[src/rtl/mem_arb_pkg.sv]
// Shared encodings and grant selection for the I/D cache arbiter.
// Build option ARB_RR_EN (see mem_arb.sv) selects round-robin in place of fixed D priority.
package mem_arb_pkg;

  typedef enum logic [1:0] {
    ARB_IDLE    = 2'b00,
    ARB_BUSY_I  = 2'b01,
    ARB_BUSY_D  = 2'b10,
    ARB_ILLEGAL = 2'b11
  } arb_state_e;

  typedef enum logic {
    GNT_I = 1'b0,
    GNT_D = 1'b1
  } gnt_e;

  localparam int CNT_W = 5;

  // On a conflict, round-robin hands the grant to whichever side did not win last.
  function automatic gnt_e pick_winner(input logic req_i, input logic req_d,
                                       input logic rr_en, input gnt_e last);
    if (req_i && req_d)
      return rr_en ? ((last == GNT_I) ? GNT_D : GNT_I) : GNT_D;
    return req_d ? GNT_D : GNT_I;
  endfunction

endpackage

[src/rtl/mem_arb_wdog.sv]
// Saturating busy-cycle counter; flags the BUSY cycle that brings the count to TIMEOUT.
module mem_arb_wdog
  import mem_arb_pkg::*;
#(
  parameter int TIMEOUT = 16
) (
  input  logic clk,
  input  logic rst,
  input  logic clr_i,
  input  logic inc_i,
  output logic timeout_o
);

  logic [CNT_W-1:0] cnt_q, cnt_d;

  always_comb begin
    cnt_d = cnt_q;
    if (clr_i)                         cnt_d = '0;
    else if (inc_i && (cnt_q != '1))   cnt_d = cnt_q + 5'd1;
  end

  always_ff @(posedge clk or posedge rst) begin
    if (rst) cnt_q <= '0;
    else     cnt_q <= cnt_d;
  end

  assign timeout_o = inc_i && (cnt_q >= CNT_W'(TIMEOUT - 1));

endmodule

[src/rtl/mem_arb.sv]
// Shares one cache controller between fetch (I) and memory-stage (D) requesters.
// Define ARB_RR_EN for round-robin on conflicts; default is fixed D priority.
module mem_arb
  import mem_arb_pkg::*;
#(
  parameter int TIMEOUT = 16
) (
  input  logic        clk,
  input  logic        rst,
  input  logic        i_rd,
  input  logic [15:0] i_addr,
  output logic [15:0] i_data_out,
  output logic        i_done,
  output logic        i_stall,
  input  logic        d_rd,
  input  logic        d_wr,
  input  logic [15:0] d_addr,
  input  logic [15:0] d_data_in,
  output logic [15:0] d_data_out,
  output logic        d_done,
  output logic        d_stall,
  output logic        m_rd,
  output logic        m_wr,
  output logic [15:0] m_addr,
  output logic [15:0] m_data_in,
  input  logic [15:0] m_data_out,
  input  logic        m_stall,
  input  logic        m_done,
  input  logic        m_cache_hit,
  output logic        err
);

  arb_state_e state_q;
  logic       err_q;
  logic       req_i, req_d, any_req, busy, timeout;
  gnt_e       win;

`ifdef ARB_RR_EN
  localparam logic RR_EN = 1'b1;
  gnt_e last_q;
`else
  localparam logic RR_EN = 1'b0;
  gnt_e last_q;
  assign last_q = GNT_I;
`endif

  // Completion timing comes solely from m_done; stall/hit carry no extra information here.
  logic unused_m_status;
  assign unused_m_status = m_stall ^ m_cache_hit;

  assign req_i   = i_rd;
  assign req_d   = d_rd | d_wr;
  assign any_req = req_i | req_d;
  assign win     = pick_winner(req_i, req_d, RR_EN, last_q);
  assign busy    = (state_q == ARB_BUSY_I) || (state_q == ARB_BUSY_D);

  mem_arb_wdog #(.TIMEOUT(TIMEOUT)) u_wdog (
    .clk       (clk),
    .rst       (rst),
    .clr_i     (!busy),
    .inc_i     (busy),
    .timeout_o (timeout)
  );

  // Outputs are combinational so a hit in IDLE completes in the request cycle;
  // rst forces them all low immediately.
  always_comb begin
    m_rd       = 1'b0;
    m_wr       = 1'b0;
    m_addr     = 16'h0000;
    m_data_in  = 16'h0000;
    i_done     = 1'b0;
    d_done     = 1'b0;
    i_data_out = 16'h0000;
    d_data_out = 16'h0000;
    if (!rst) begin
      case (state_q)
        ARB_IDLE: begin
          if (any_req && win == GNT_D) begin
            m_wr      = d_wr;
            m_rd      = d_rd & ~d_wr;
            m_addr    = d_addr;
            m_data_in = d_data_in;
            if (m_done) begin
              d_done     = 1'b1;
              d_data_out = m_data_out;
            end
          end else if (any_req) begin
            m_rd   = 1'b1;
            m_addr = i_addr;
            if (m_done) begin
              i_done     = 1'b1;
              i_data_out = m_data_out;
            end
          end
        end
        ARB_BUSY_I: begin
          m_addr = i_addr;
          if (m_done) begin
            i_done     = 1'b1;
            i_data_out = m_data_out;
          end
        end
        ARB_BUSY_D: begin
          m_addr    = d_addr;
          m_data_in = d_data_in;
          if (m_done) begin
            d_done     = 1'b1;
            d_data_out = m_data_out;
          end
        end
        default: ;
      endcase
    end
  end

  assign i_stall = !rst && i_rd && !i_done;
  assign d_stall = !rst && (d_rd || d_wr) && !d_done;
  assign err     = err_q;

  always_ff @(posedge clk or posedge rst) begin
    if (rst) begin
      state_q <= ARB_IDLE;
      err_q   <= 1'b0;
`ifdef ARB_RR_EN
      last_q  <= GNT_I;
`endif
    end else begin
      if ((d_rd && d_wr) || timeout) err_q <= 1'b1;
      case (state_q)
        ARB_IDLE: begin
          if (any_req) begin
`ifdef ARB_RR_EN
            last_q <= win;
`endif
            if (!m_done) state_q <= (win == GNT_D) ? ARB_BUSY_D : ARB_BUSY_I;
          end
        end
        ARB_BUSY_I, ARB_BUSY_D: begin
          if (m_done) state_q <= ARB_IDLE;
        end
        default: begin
          state_q <= ARB_IDLE;
          err_q   <= 1'b1;
        end
      endcase
    end
  end

endmodule
[config.mk]
export PLATFORM = sky130hd
export DESIGN_NAME = mem_arb
export DESIGN_NICKNAME = d
export VERILOG_FILES = /design/src/rtl/mem_arb_pkg.sv /design/src/rtl/mem_arb_wdog.sv /design/src/rtl/mem_arb.sv
export SDC_FILE = /design/constraint.sdc
export NUM_CORES = 1
export LEC_CHECK = 0
export CAP_MARGIN = 20
export CORE_MARGIN = 5
export CORE_UTILIZATION = 23
export CTS_CLUSTER_DIAMETER = 50
export DETAILED_ROUTE_END_ITERATION = 6
export GPL_TIMING_DRIVEN = 0
export PLACE_DENSITY_LB_ADDON = 0.08
export SLEW_MARGIN = 20
export SYNTH_ARGS = -nofsm -noshare
export SYNTH_HDL_FRONTEND = slang
export SYNTH_SLANG_ARGS = --single-unit
[constraint.sdc]
create_clock -name clk -period 1.65 [get_ports clk]
set_input_delay 0.2475 -clock clk [delete_from_list [all_inputs] [get_ports clk]]
set_output_delay 0.2475 -clock clk [all_outputs]
set_load 0.01 [all_outputs]
; Word level (Yosys, flattened, before mapping)
; Index checks and enable logic that the tools add are counted.
; W data, S select, Z words.
[totals]
reg_bits = 8
latch_bits = 0
ramBits = 0
romBits = 0
inputBits = 72
out_inout_bits = 71
word_cells = 79
memories = 0
[classes]
add_sub_neg = 1
mul = 0
div_mod_pow = 0
magnitude_cmp = 1
eq_ne = 8
shifts = 0
n_mux = 43
n_bitwise = 4
n_reduce_logical = 19
[op_table]
columns = cell, n
row1 = $mux W16, 11
row2 = $pmux W16 S2, 3
row3 = $pmux W16 S3, 1
row4 = $mux W1, 19
row5 = $mux W5, 2
row6 = $logic_and A1 B1 Y1, 9
row7 = $mux W2, 4
row8 = $ne A2 B2 Y1 const B, 4
row9 = $add A5 B1 Y5 const B, 1
row10 = $ge A5 B4 Y1 const B, 1
row11 = $ne A5 B5 Y1 const B, 1
row12 = $pmux W1 S2, 2
row13 = $pmux W2 S2, 1
row14 = $logic_not A1 Y1, 3
row15 = $logic_or A1 B1 Y1, 3
row16 = $reduce_and A3 Y1, 1
row17 = $reduce_or A3 Y1, 1
row18 = $eq A2 B1 Y1 const B, 1
row19 = $eq A2 B2 Y1 const B, 1
row20 = $logic_not A2 Y1, 1
row21 = $ne A2 B1 Y1 const B, 1
row22 = $or A1 B1 Y1, 2
row23 = $reduce_or A2 Y1, 1
row24 = $and A1 B1 Y1, 1
row25 = $not A1 Y1, 1

; Longest topological paths before layout
[depth]
ltp_word = 10
ltp_mapped = 6
ltp_nobuf = 6

; By module
; A second synthesis with hierarchy kept.
[hier_totals]
hier_cells = 133
hier_area_um2 = 1133.6
[modules_own_cells]
columns = mod, instances, cells_each, area_per_inst_um2, seq_area_each_um2
row1 = mem_arb, 1, 105, 830.8, 75.1
row2 = mem_arb_wdog, 1, 28, 302.8, 125.1

; Worst setup path before layout
; Ideal clock, no wire load.
[synth_path]
kind = reg-to-output
start = register state_q[0]
end = output port m_addr[10]
arrival_ps = 1644
required_time_ps = 1402
slack_ps = -241
stages_incl_launch_ff = 7
path_cell_list = dfrtp_1 > inv_1 > ha_1 > nand4bb_4 > a211oi_4 > buf_6 > a22o_1
[synth_via]
elab_chain_cells = 3
[synth_rtl]
columns = element, line
row1 = from (decl), mem_arb.sv:33  ; arb_state_e state_q;
row2 = from (signal assigned), mem_arb.sv:136  ; if (!m_done) state_q <= (win == GNT_D) ? ARB_BUSY_D : ARB_BUSY_I;
row3 = "$eq A2 B2 Y1, or another cell as far along", mem_arb.sv:77  ; case (state_q)
row4 = $pmux W16 S3 *, mem_arb.sv:77
row5 = $mux W16 *, mem_arb.sv:76  ; if (!rst) begin
row6 = to (decl), mem_arb.sv:24  ; output logic [15:0] m_addr,
; Mark *: on every way between the ends. The rest lies on a longest branch, timed or not.

; Worst setup path in the final report
[layout_path]
start = register state_q[1]
end = output port m_addr[3]
; Same word-level chain as after synthesis.

==> impl_metrics.tcl <==
set metrics [dict create \
    critPathArrivalTime_ns 1.88 \
    synthesis.yosys.warnings 0 \
    tritoncts "done" \
    synth_cell_types 33 \
    cts_max_path_buffers 2 \
    finalCoreUtilization_pct 66.9 \
    grt_max_degree 11 \
    worst_r2r_path_depth 6 \
    post_synth_instance_area_um2 1110 \
    grt_setup_unrepaired "yes" \
    postCtsHoldBufs 0 \
    design.portCount 143 \
    timing.max_cap.violations 0 \
    slew_viols_final 0 \
    classification_of_the_worst_setup_path "flip-flop to output pin" \
    floorplan.initialDensity_pct 23.6 \
    finalHoldViolCount 0 \
    dp_hpwl_um 4430 \
    std_cell_rows 25 \
    tightestPinTransition_ns 0.339 \
    synth_sequential_area_ratio_pct 18.0 \
    drt-pass1-iter-count 4 \
    multi_input_area_um2 1040 \
    ctsHtreeMaxLevel 1 \
    die_height_um 79.6 \
    gr-total-overflow 0 \
    core_area_um2 4720 \
    cts_buffers 3 \
    power_per_standard_cell_area_nw_per_um2 831 \
    cp-end-kind "output pin" \
    setup-violations-final 68 \
    postSynthNetCount 209 \
    antenna_found_initial 0 \
    die_width_um 79.6 \
    n_fill_cell 399 \
    port_buffers 139 \
    dpl_worst_slack_ns -0.951 \
    fin_ws_ns -0.479 \
    clk_pin_slew_worst_paths_ns 0.04 \
    drc_errors 0 \
    p_leak_nw 1.50 \
    grt_pass1_vias 1684 \
    cts_sinks 8 \
    antenna_cells_inserted 0 \
    startpoint_type "flip-flop" \
    drt-wirelength-per-cell_um 15.6 \
    failed_checks "negative setup slack" \
    syn_inst 130 \
    timing.final.crit_period_ns 2.13 \
    global_route.usage.total_pct 17.4 \
    fin_nets 393 \
    synth_area_per_cell_um2 8.57 \
    layout_worst_path_cycle_share_pct 129 \
    worstPathRequired_ns 1.40 \
    max_slew_margin_pct 77.4 \
    worstSkewPairLatency_ns 0.23 \
    max_freq_ghz 0.470 \
    vdd_ir_drop_max_v 0.000689 \
    area.growth.synth_to_final_pct 184 \
    finClkSkew_ns 0.00119 \
    finalWirelength_um 5920 \
    largest_driver_fanout_on_the_critical_path 6 \
    via_count 1662 \
    min_path_type "primary input to async pin" \
    antenna_left 0 \
    die_area_um2 6330 \
    layout-drive-gt1-share_pct 57.1 \
    grt_pass1_wl_um 8720 \
    via_per_inst 4.39 \
    drt_iter0_drc 24 \
    seqCellArea_um2 200 \
    postSynthRegisterBits 8 \
    place.gp.congestion 0.747 \
    ctsRootBufferMaster "sky130_fd_sc_hd__clkbuf_8" \
    run_status "finished, violations left" \
]
sequential cells by signal (all words and copies together) (netlist names):
register	count
u_wdog.cnt_q	5
err	1
state_q	2
per-stage QoR:
step           hold slack, ns  area [um^2]  power, mW  TNS [ns]  instances
2_1_floorplan           0.258         1130       1.03    -0.725        130
3_3_place_gp            0.331         2610       1.79    -56.46        336
3_5_place_dp            0.341         2610       1.79    -56.98        336
4_1_cts                 0.120         2840       2.37    -21.58        373
5_1_grt                 0.153         3160       2.81    -30.06        379
6_report                0.124         3160       2.63    -24.46        379
area by class of cell:
class | count | area share [%]
buffer | 6 | 2.02
clock buffer | 3 | 1.31
inverter | 7 | 1.03
multi-input combinational | 109 | 33.0
sequential | 8 | 6.34
tap | 67 | 2.65
timing repair buffer | 179 | 53.6
timing repair:
item | 4_1_cts | 5_1_grt
setup buffers | 30 | 10
gates cloned | 4 | 0
gates resized for setup | 349 | 69
pin swaps | 27 | 27
hold endpoints to repair | 0 | 0
endpoints found under the setup margin | 72 | 72
logic make-up after synthesis:
family	share of synthesized area, %
compound gates	24.3
mux	2.92
xor+xnor	2.36
fa+ha+maj	7.86
buf+inv	6.07
flops	18.0
simple gates	38.5
cell usage after synthesis:
master,count,area share (%)
sky130_fd_sc_hd__o211a_1,1,0.90
sky130_fd_sc_hd__buf_6,2,2.0
sky130_fd_sc_hd__clkinv_1,1,0.34
sky130_fd_sc_hd__inv_1,5,1.7
sky130_fd_sc_hd__a22o_1,16,13
sky130_fd_sc_hd__o21ai_2,1,0.79
sky130_fd_sc_hd__a211oi_4,2,3.6
sky130_fd_sc_hd__and3_1,2,1.1
sky130_fd_sc_hd__o31ai_1,1,0.67
sky130_fd_sc_hd__nand4bb_4,1,2.5
sky130_fd_sc_hd__a211oi_1,1,0.67
sky130_fd_sc_hd__mux2_2,1,1.0
sky130_fd_sc_hd__xnor2_1,3,2.4
sky130_fd_sc_hd__nor2b_1,1,0.56
sky130_fd_sc_hd__and4_1,1,0.79
sky130_fd_sc_hd__mux2i_1,1,0.90
sky130_fd_sc_hd__nand2b_1,2,1.1
sky130_fd_sc_hd__nand4b_1,1,0.79
sky130_fd_sc_hd__nor2_1,2,0.67
sky130_fd_sc_hd__ha_1,7,7.9
sky130_fd_sc_hd__nor4b_1,1,0.79
sky130_fd_sc_hd__buf_2,3,1.3
sky130_fd_sc_hd__o211ai_1,2,1.3
sky130_fd_sc_hd__o21ai_1,2,0.90
sky130_fd_sc_hd__clkbuf_1,1,0.34
sky130_fd_sc_hd__nand2_1,2,0.67
sky130_fd_sc_hd__mux2_1,1,1.0
sky130_fd_sc_hd__o21ai_0,1,0.45
sky130_fd_sc_hd__and2_1,51,29
sky130_fd_sc_hd__dfrtp_1,8,18
sky130_fd_sc_hd__nor3_1,2,0.90
sky130_fd_sc_hd__a21oi_2,3,2.4
sky130_fd_sc_hd__inv_2,1,0.34
cells in the final DEF (no fill, tap or decap), types with 2 or more instances in the layout:
| cell | n |
|---|---|
| sky130_fd_sc_hd__dlygate4sd2_1 | 2 |
| sky130_fd_sc_hd__o21ai_1 | 2 |
| sky130_fd_sc_hd__xnor2_1 | 3 |
| sky130_fd_sc_hd__inv_1 | 3 |
| sky130_fd_sc_hd__a22o_1 | 16 |
| sky130_fd_sc_hd__clkdlybuf4s50_1 | 67 |
| sky130_fd_sc_hd__ha_4 | 3 |
| sky130_fd_sc_hd__clkbuf_8 | 4 |
| sky130_fd_sc_hd__a21oi_4 | 3 |
| sky130_fd_sc_hd__o211ai_1 | 2 |
| sky130_fd_sc_hd__buf_6 | 65 |
| sky130_fd_sc_hd__and2_4 | 39 |
| sky130_fd_sc_hd__buf_2 | 23 |
| sky130_fd_sc_hd__and2_1 | 12 |
| sky130_fd_sc_hd__nor2_1 | 2 |
| sky130_fd_sc_hd__nand2_1 | 2 |
| sky130_fd_sc_hd__inv_2 | 2 |
| sky130_fd_sc_hd__a211oi_4 | 2 |
| sky130_fd_sc_hd__dfrtp_1 | 8 |
| sky130_fd_sc_hd__nand2b_1 | 2 |
| sky130_fd_sc_hd__nor3_2 | 2 |
| sky130_fd_sc_hd__ha_1 | 3 |
| sky130_fd_sc_hd__buf_4 | 25 |
per-layer routing:
metal | share of wire [%] | global-route usage [%] | up-vias
met5 | 0 | 0 | -
met2 | 53 | 34.7 | 84
li1 | - | - | 818
met1 | 35 | 17.2 | 760
met3 | 12 | 7.22 | 0
met4 | 0 | 1.03 | 0
power by group:
part	internal [mW]	total (mW)	switching, mW
logic	1.28	2.12	0.836
clock network	0.158	0.233	0.0749
registers	0.238	0.277	0.0390
path summary, 6_finish.rpt:
check	start	endpoint	slack, ns
worst max register to register	u_wdog.cnt_q[0]$_DFFE_PP0P_	u_wdog.cnt_q[3]$_DFFE_PP0P_	0.06
worst max-delay path	state_q[1]$_DFFE_PP0P_	m_addr[3]	-0.48
min in group clk	err$_DFFE_PP0P_	err$_DFFE_PP0P_	0.48
worst min-delay path	rst	state_q[0]$_DFFE_PP0P_	0.12
max in group asynchronous	rst	u_wdog.cnt_q[0]$_DFFE_PP0P_	1.28
worst min register to register	err$_DFFE_PP0P_	err$_DFFE_PP0P_	0.48
worst max-delay path: stages, from the launching register on:
cell	delay, ns
sky130_fd_sc_hd__dfrtp_1	0.41
sky130_fd_sc_hd__inv_2	0.11
sky130_fd_sc_hd__ha_4	0.18
sky130_fd_sc_hd__nand4bb_4	0.15
sky130_fd_sc_hd__a211oi_4	0.24
sky130_fd_sc_hd__buf_4	0.15
sky130_fd_sc_hd__buf_4	0.13
sky130_fd_sc_hd__a22o_1	0.15
sky130_fd_sc_hd__buf_2	0.13
No activity file was read; power rests on OpenSTA's default activity.
